**config.mk**
```make
export PLATFORM = sky130hd
export DESIGN_NAME = latch_bank
export DESIGN_NICKNAME = d
export VERILOG_FILES = /design/src/rtl/latch_bank.sv
export SDC_FILE = /design/constraint.sdc
export NUM_CORES = 1
export LEC_CHECK = 0
export ABC_CLOCK_PERIOD_IN_PS = 1610
export CAP_MARGIN = 20
export CORE_MARGIN = 2
export CORE_UTILIZATION = 51
export CTS_BUF_LIST = sky130_fd_sc_hd__clkbuf_8 sky130_fd_sc_hd__clkbuf_16
export CTS_CLUSTER_DIAMETER = 40
export DETAILED_ROUTE_END_ITERATION = 10
export GPL_TIMING_DRIVEN = 1
export HOLD_SLACK_MARGIN = 0.03
export PLACE_DENSITY = 0.8
export SLEW_MARGIN = 20
export SYNTH_ARGS = -nofsm -noshare
export SYNTH_HDL_FRONTEND = slang
export SYNTH_SLANG_ARGS = --single-unit
```
**constraint.sdc**
```tcl
create_clock -name clk -period 1.61 [get_ports clk]
set_input_delay 0.4025 -clock clk [delete_from_list [all_inputs] [get_ports clk]]
set_output_delay 0.4025 -clock clk [all_outputs]
set_load 0.02 [all_outputs]
```
**src/rtl/latch_bank.sv**
```systemverilog
// NREGS x WIDTH register bank: edge-detected load strobes, loaded flags and two OR-combined read buses.
// Optional per-register increment strobes are built when LATCH_BANK_INC_EN is defined.
module latch_bank #(
   parameter int unsigned      WIDTH     = 12,
   parameter int unsigned      NREGS     = 4,
   parameter logic [WIDTH-1:0] PRESET    = WIDTH'(12'o4000),
   parameter logic [WIDTH-1:0] RESET_VAL = '0
) (
   input  logic             clk,
   input  logic             reset_n,
   input  logic [WIDTH-1:0] in,
   input  logic             setvalue,
   input  logic [NREGS-1:0] latch,
   input  logic [NREGS-1:0] clr_loaded,
   input  logic [NREGS-1:0] oe_a,
   input  logic [NREGS-1:0] oe_b,
`ifdef LATCH_BANK_INC_EN
   input  logic [NREGS-1:0] inc,
`endif
   output logic [WIDTH-1:0] out_a,
   output logic [WIDTH-1:0] out_b,
   output logic [NREGS-1:0] load_pulse,
   output logic [NREGS-1:0] loaded
);

   logic [WIDTH-1:0] regs_q [NREGS];
   logic [WIDTH-1:0] regs_d [NREGS];
   logic [NREGS-1:0] latch_prev_q;
   logic [NREGS-1:0] latch_edge;
   logic [NREGS-1:0] pulse_q;
   logic [NREGS-1:0] pulse_d;
   logic [NREGS-1:0] loaded_q;
   logic [NREGS-1:0] loaded_d;
   logic [WIDTH-1:0] src;

   assign latch_edge = latch & ~latch_prev_q;
   assign src        = setvalue ? PRESET : in;

`ifdef LATCH_BANK_INC_EN
   logic [NREGS-1:0] inc_prev_q;
   logic [NREGS-1:0] inc_edge;

   assign inc_edge = inc & ~inc_prev_q;

   always_ff @(posedge clk or negedge reset_n) begin
      if (!reset_n) begin
         inc_prev_q <= '0;
      end else begin
         inc_prev_q <= inc;
      end
   end
`endif

   // A load edge always beats an increment edge and a same-cycle clear of the loaded flag.
   always_comb begin
      pulse_d  = '0;
      loaded_d = (loaded_q & ~clr_loaded) | latch_edge;
      for (int i = 0; i < NREGS; i++) begin
         regs_d[i] = regs_q[i];
         if (latch_edge[i]) begin
            regs_d[i]  = src;
            pulse_d[i] = 1'b1;
         end
`ifdef LATCH_BANK_INC_EN
         else if (inc_edge[i]) begin
            regs_d[i]  = regs_q[i] + WIDTH'(1);
            pulse_d[i] = 1'b1;
         end
`endif
      end
   end

   always_ff @(posedge clk or negedge reset_n) begin
      if (!reset_n) begin
         for (int i = 0; i < NREGS; i++) begin
            regs_q[i] <= RESET_VAL;
         end
         latch_prev_q <= '0;
         pulse_q      <= '0;
         loaded_q     <= '0;
      end else begin
         for (int i = 0; i < NREGS; i++) begin
            regs_q[i] <= regs_d[i];
         end
         latch_prev_q <= latch;
         pulse_q      <= pulse_d;
         loaded_q     <= loaded_d;
      end
   end

   always_comb begin
      out_a = '0;
      out_b = '0;
      for (int i = 0; i < NREGS; i++) begin
         if (oe_a[i]) begin
            out_a = out_a | regs_q[i];
         end
         if (oe_b[i]) begin
            out_b = out_b | regs_q[i];
         end
      end
   end

   assign load_pulse = pulse_q;
   assign loaded     = loaded_q;

endmodule

```
==> out/qor.yml <==
setup_path:
  reg2regPathDepth: 3
  worstPathBufferInverterCount: 1
  timing.critical_path.fanout_max: 3
  rr_endpoint: "regs_q[37]$_DFFE_PN0P_"
  crit_path_cell_trace: "a22oi_1 -> nand2_1 -> buf_2"
  crit_path_end_kind: "output port"
  cp_slowest_cell: "sky130_fd_sc_hd__dfrtp_1"
  regToRegSetupSlack_ns: 0.42
  critical_path_required_ns: 1.21
  crit_cells: 3
  critPathLaunchType: "register"
  rr_startpoint: "latch_prev_q[0]$_DFF_PN0_"
  startpoint_to_endpoint_class_of_the_critical_path: "register to output port"
  worst-endpoint-arrival_ns: 1.23
  critical_path.max_stage_delay_ns: 0.41
  setup.worst_path.start: "regs_q[16]$_DFFE_PN0P_"
  timing.critical_path.to: "out_a[4]"
  critical_path.top_delay_family: "flip-flops"
yosys:
  synth_cell_types: 16
  syn_area_um2: 2979
  post_synthesis_register_bit_count: 60
  synth.net_count: 252
  library_cell_with_the_largest_summed_area_after_synthesis: "sky130_fd_sc_hd__dfrtp_1"
  synth-seq-area-share_pct: 50.40
  yosysWarnings: 0
  synth_area_per_cell_um2: 13.48
  post_synth_main_area_contributors: "sky130_fd_sc_hd__dfrtp_1 (50%), sky130_fd_sc_hd__mux2_4 (18%), sky130_fd_sc_hd__a22oi_1 (12%)"
  post_synth_inst_count: 221
  synth_largest_type_area_fraction_pct: 50.40
clocking:
  clk_latency_ns: 0.35
  clock_path_buffers: 2
  cts.reportedPaths.clkPinSlew_ns: 0.07
  htree_levels: 3
  cts_made_buffers: 9
  cts-root-buf: "sky130_fd_sc_hd__clkbuf_8"
  cts_tree: "built"
  hold_buffers: 0
  cts.sink_count: 60
drt:
  drtPass1Iterations: 5
  routed_wirelength_um: 8682
  remaining_drc_errors: 0
  wirelength_met1_um: 3531
  wl_met2_um: 4447
  route.antenna.remaining_nets: 0
  routed.top_layer: "met4"
  total_via_count_in_the_routed_design: 2305
  drt-wirelength-per-cell_um: 22.26
  iteration_0_drc_count_of_the_detailed_router: 230
  vias_per_inst: 5.910
  wl_met3_um: 549
finish:
  layout_commonest_cell: "sky130_fd_sc_hd__dfrtp_1"
  insertedDiodeCount: 0
  final-instance-count-excl-fill: 390
  fin_nets: 345
  final_cell_area_um2: 4329
  final_cell_mix: "sky130_fd_sc_hd__dfrtp_1 (60), sky130_fd_sc_hd__a22oi_2 (39), sky130_fd_sc_hd__mux2_4 (35), sky130_fd_sc_hd__nand2_1 (24), sky130_fd_sc_hd__buf_6 (23)"
  num-fill-cells: 320
  layout-drive-gt1-share_pct: 55.66
  area_growth_pct: 45.32
timing:
  worst_clock_skew_ns: 0.008976
  finalSetupViolations: 7
  setup_slack_ns: -0.02280
  timing.slew.headroom_pct: 72.70
  rsz_0062_raised_after_global_routing: "yes"
  finalHoldViolations: 0
  maxClockFrequency_ghz: 0.6124
  slew_viol_final: 0
  finalWorstPathRequiredPeriod_ns: 1.633
  tightestPinTransition_ns: 0.4086
  hold_ws_ns: 0.04017
  fin_crit_sh_pct: 101.4
die:
  chip_height_um: 80.43
  floorplan.die_area_um2: 6469
  fp.dieW_um: 80.43
  pin_count: 63
  rows: 27
  fp.coreArea_um2: 5574
  initial_standard_cell_utilization_of_the_core_pct: 53.45
global_route:
  number_of_antenna_violations_at_the_first_check_in_global_routing: 0
  largest_net_degree_at_the_start_of_global_routing: 61
  grt_overflow: 0
  number_of_global_route_vias_before_repair: 2331
  grt.total_usage_pct: 26.44
  grt_first_pass_wirelength_um: 12360
placed_design:
  preCtsSetupSlack_ns: -0.6608
  place_congestion: 0.8205
  numPortBuffers: 62
  dpl-instance-area_um2: 3781
  dp.cells: 360
  hpwlAfterDp_um: 4791
pwr:
  vdd_drop_max_mv: 0.7710
  static-leakage-power_nw: 2.063
  finalPower_mw: 4.593
  power.density_nw_per_um2: 1061
job:
  timing.max_cap.violations: 0
hold_path:
  holdCritPathClass: "primary input to async pin"
outcome:
  outcome: "finished with violations"
  failed_checks: "setup timing"
==> metrics by stage <==
step	utilization [%]	TNS [ns]
after floorplan	-	0
after global placement	67.83	-19.26
after detailed placement	67.83	-20.57
after CTS	73.87	-0.007914
after global routing	77.67	-0.6153
final	77.67	-0.1113
==> synthesized netlist by cell type <==
cell and number:
sky130_fd_sc_hd__dfrtp_1 60, sky130_fd_sc_hd__a22oi_1 48, sky130_fd_sc_hd__mux2_4 35, sky130_fd_sc_hd__nand2_1 24, sky130_fd_sc_hd__mux2_2 13, sky130_fd_sc_hd__nor2b_1 7, sky130_fd_sc_hd__clkbuf_1 6, sky130_fd_sc_hd__buf_6 5
sky130_fd_sc_hd__and2b_1 4, sky130_fd_sc_hd__buf_12 4, sky130_fd_sc_hd__inv_1 4, sky130_fd_sc_hd__nor2b_4 4, sky130_fd_sc_hd__a21o_2 3, sky130_fd_sc_hd__buf_2 2, sky130_fd_sc_hd__a21o_1 1, sky130_fd_sc_hd__or2_4 1
==> cell type report <==
cell class              count  area, µm²  area share (%)
clock buffers              12      165.2           3.815
clock inverters             3      37.54          0.8671
inverters                   4      15.01          0.3468
multi-input cells         140       1489           34.39
flip-flops and latches     60       1501           34.68
well taps                  72      90.09           2.081
repair buffers             99       1031           23.82
==> cell families after synthesis <==
kind of cell,Yosys count,share of synthesized area (%)
mux,48,22.55
compound gates,52,13.23
flops,60,50.40
buf+inv,21,6.174
simple gates,40,7.644
==> flip-flops by register name, indices dropped and copies added (netlist names) <==
signal        count
latch_prev_q      4
regs_q           48
loaded            4
load_pulse        4
==> where the power goes <==
group | internal [mW] | leakage, nW | switching (mW)
logic | 0.718 | 1.20 | 0.589
registers | 1.68 | 0.756 | 0.191
clock network | 0.822 | 0.111 | 0.596
total | 3.22 | 2.06 | 1.38
==> what timing repair did <==
action,CTS,global route
buffers inserted,0,12
cloned,3,0
gates resized for setup,173,39
setup endpoints to repair,32,24
endpoints found under the hold margin,0,0
pin swaps,11,24
==> worst min-delay path by stage <==
stage	startpoint	slack (ns)	end
5_1_grt	reset_n	0.09	regs_q[7]$_DFFE_PN0P_
4_1_cts	reset_n	0.06	regs_q[0]$_DFFE_PN0P_
3_5_place_dp	reset_n	0.43	regs_q[19]$_DFFE_PN0P_
3_3_place_gp	reset_n	0.43	load_pulse[3]$_DFF_PN0_
6_report	reset_n	0.04	regs_q[7]$_DFFE_PN0P_
2_1_floorplan	reset_n	0.11	latch_prev_q[0]$_DFF_PN0_
==> routing by layer <==
layer / track usage (%) / vias to the layer above
met5: 0 / -
met4: 10.68 / 0
met3: 4.719 / 17
met2: 43.42 / 112
met1: 34.66 / 1187
li1: - / 989
No activity file was read; power rests on OpenSTA's default activity.
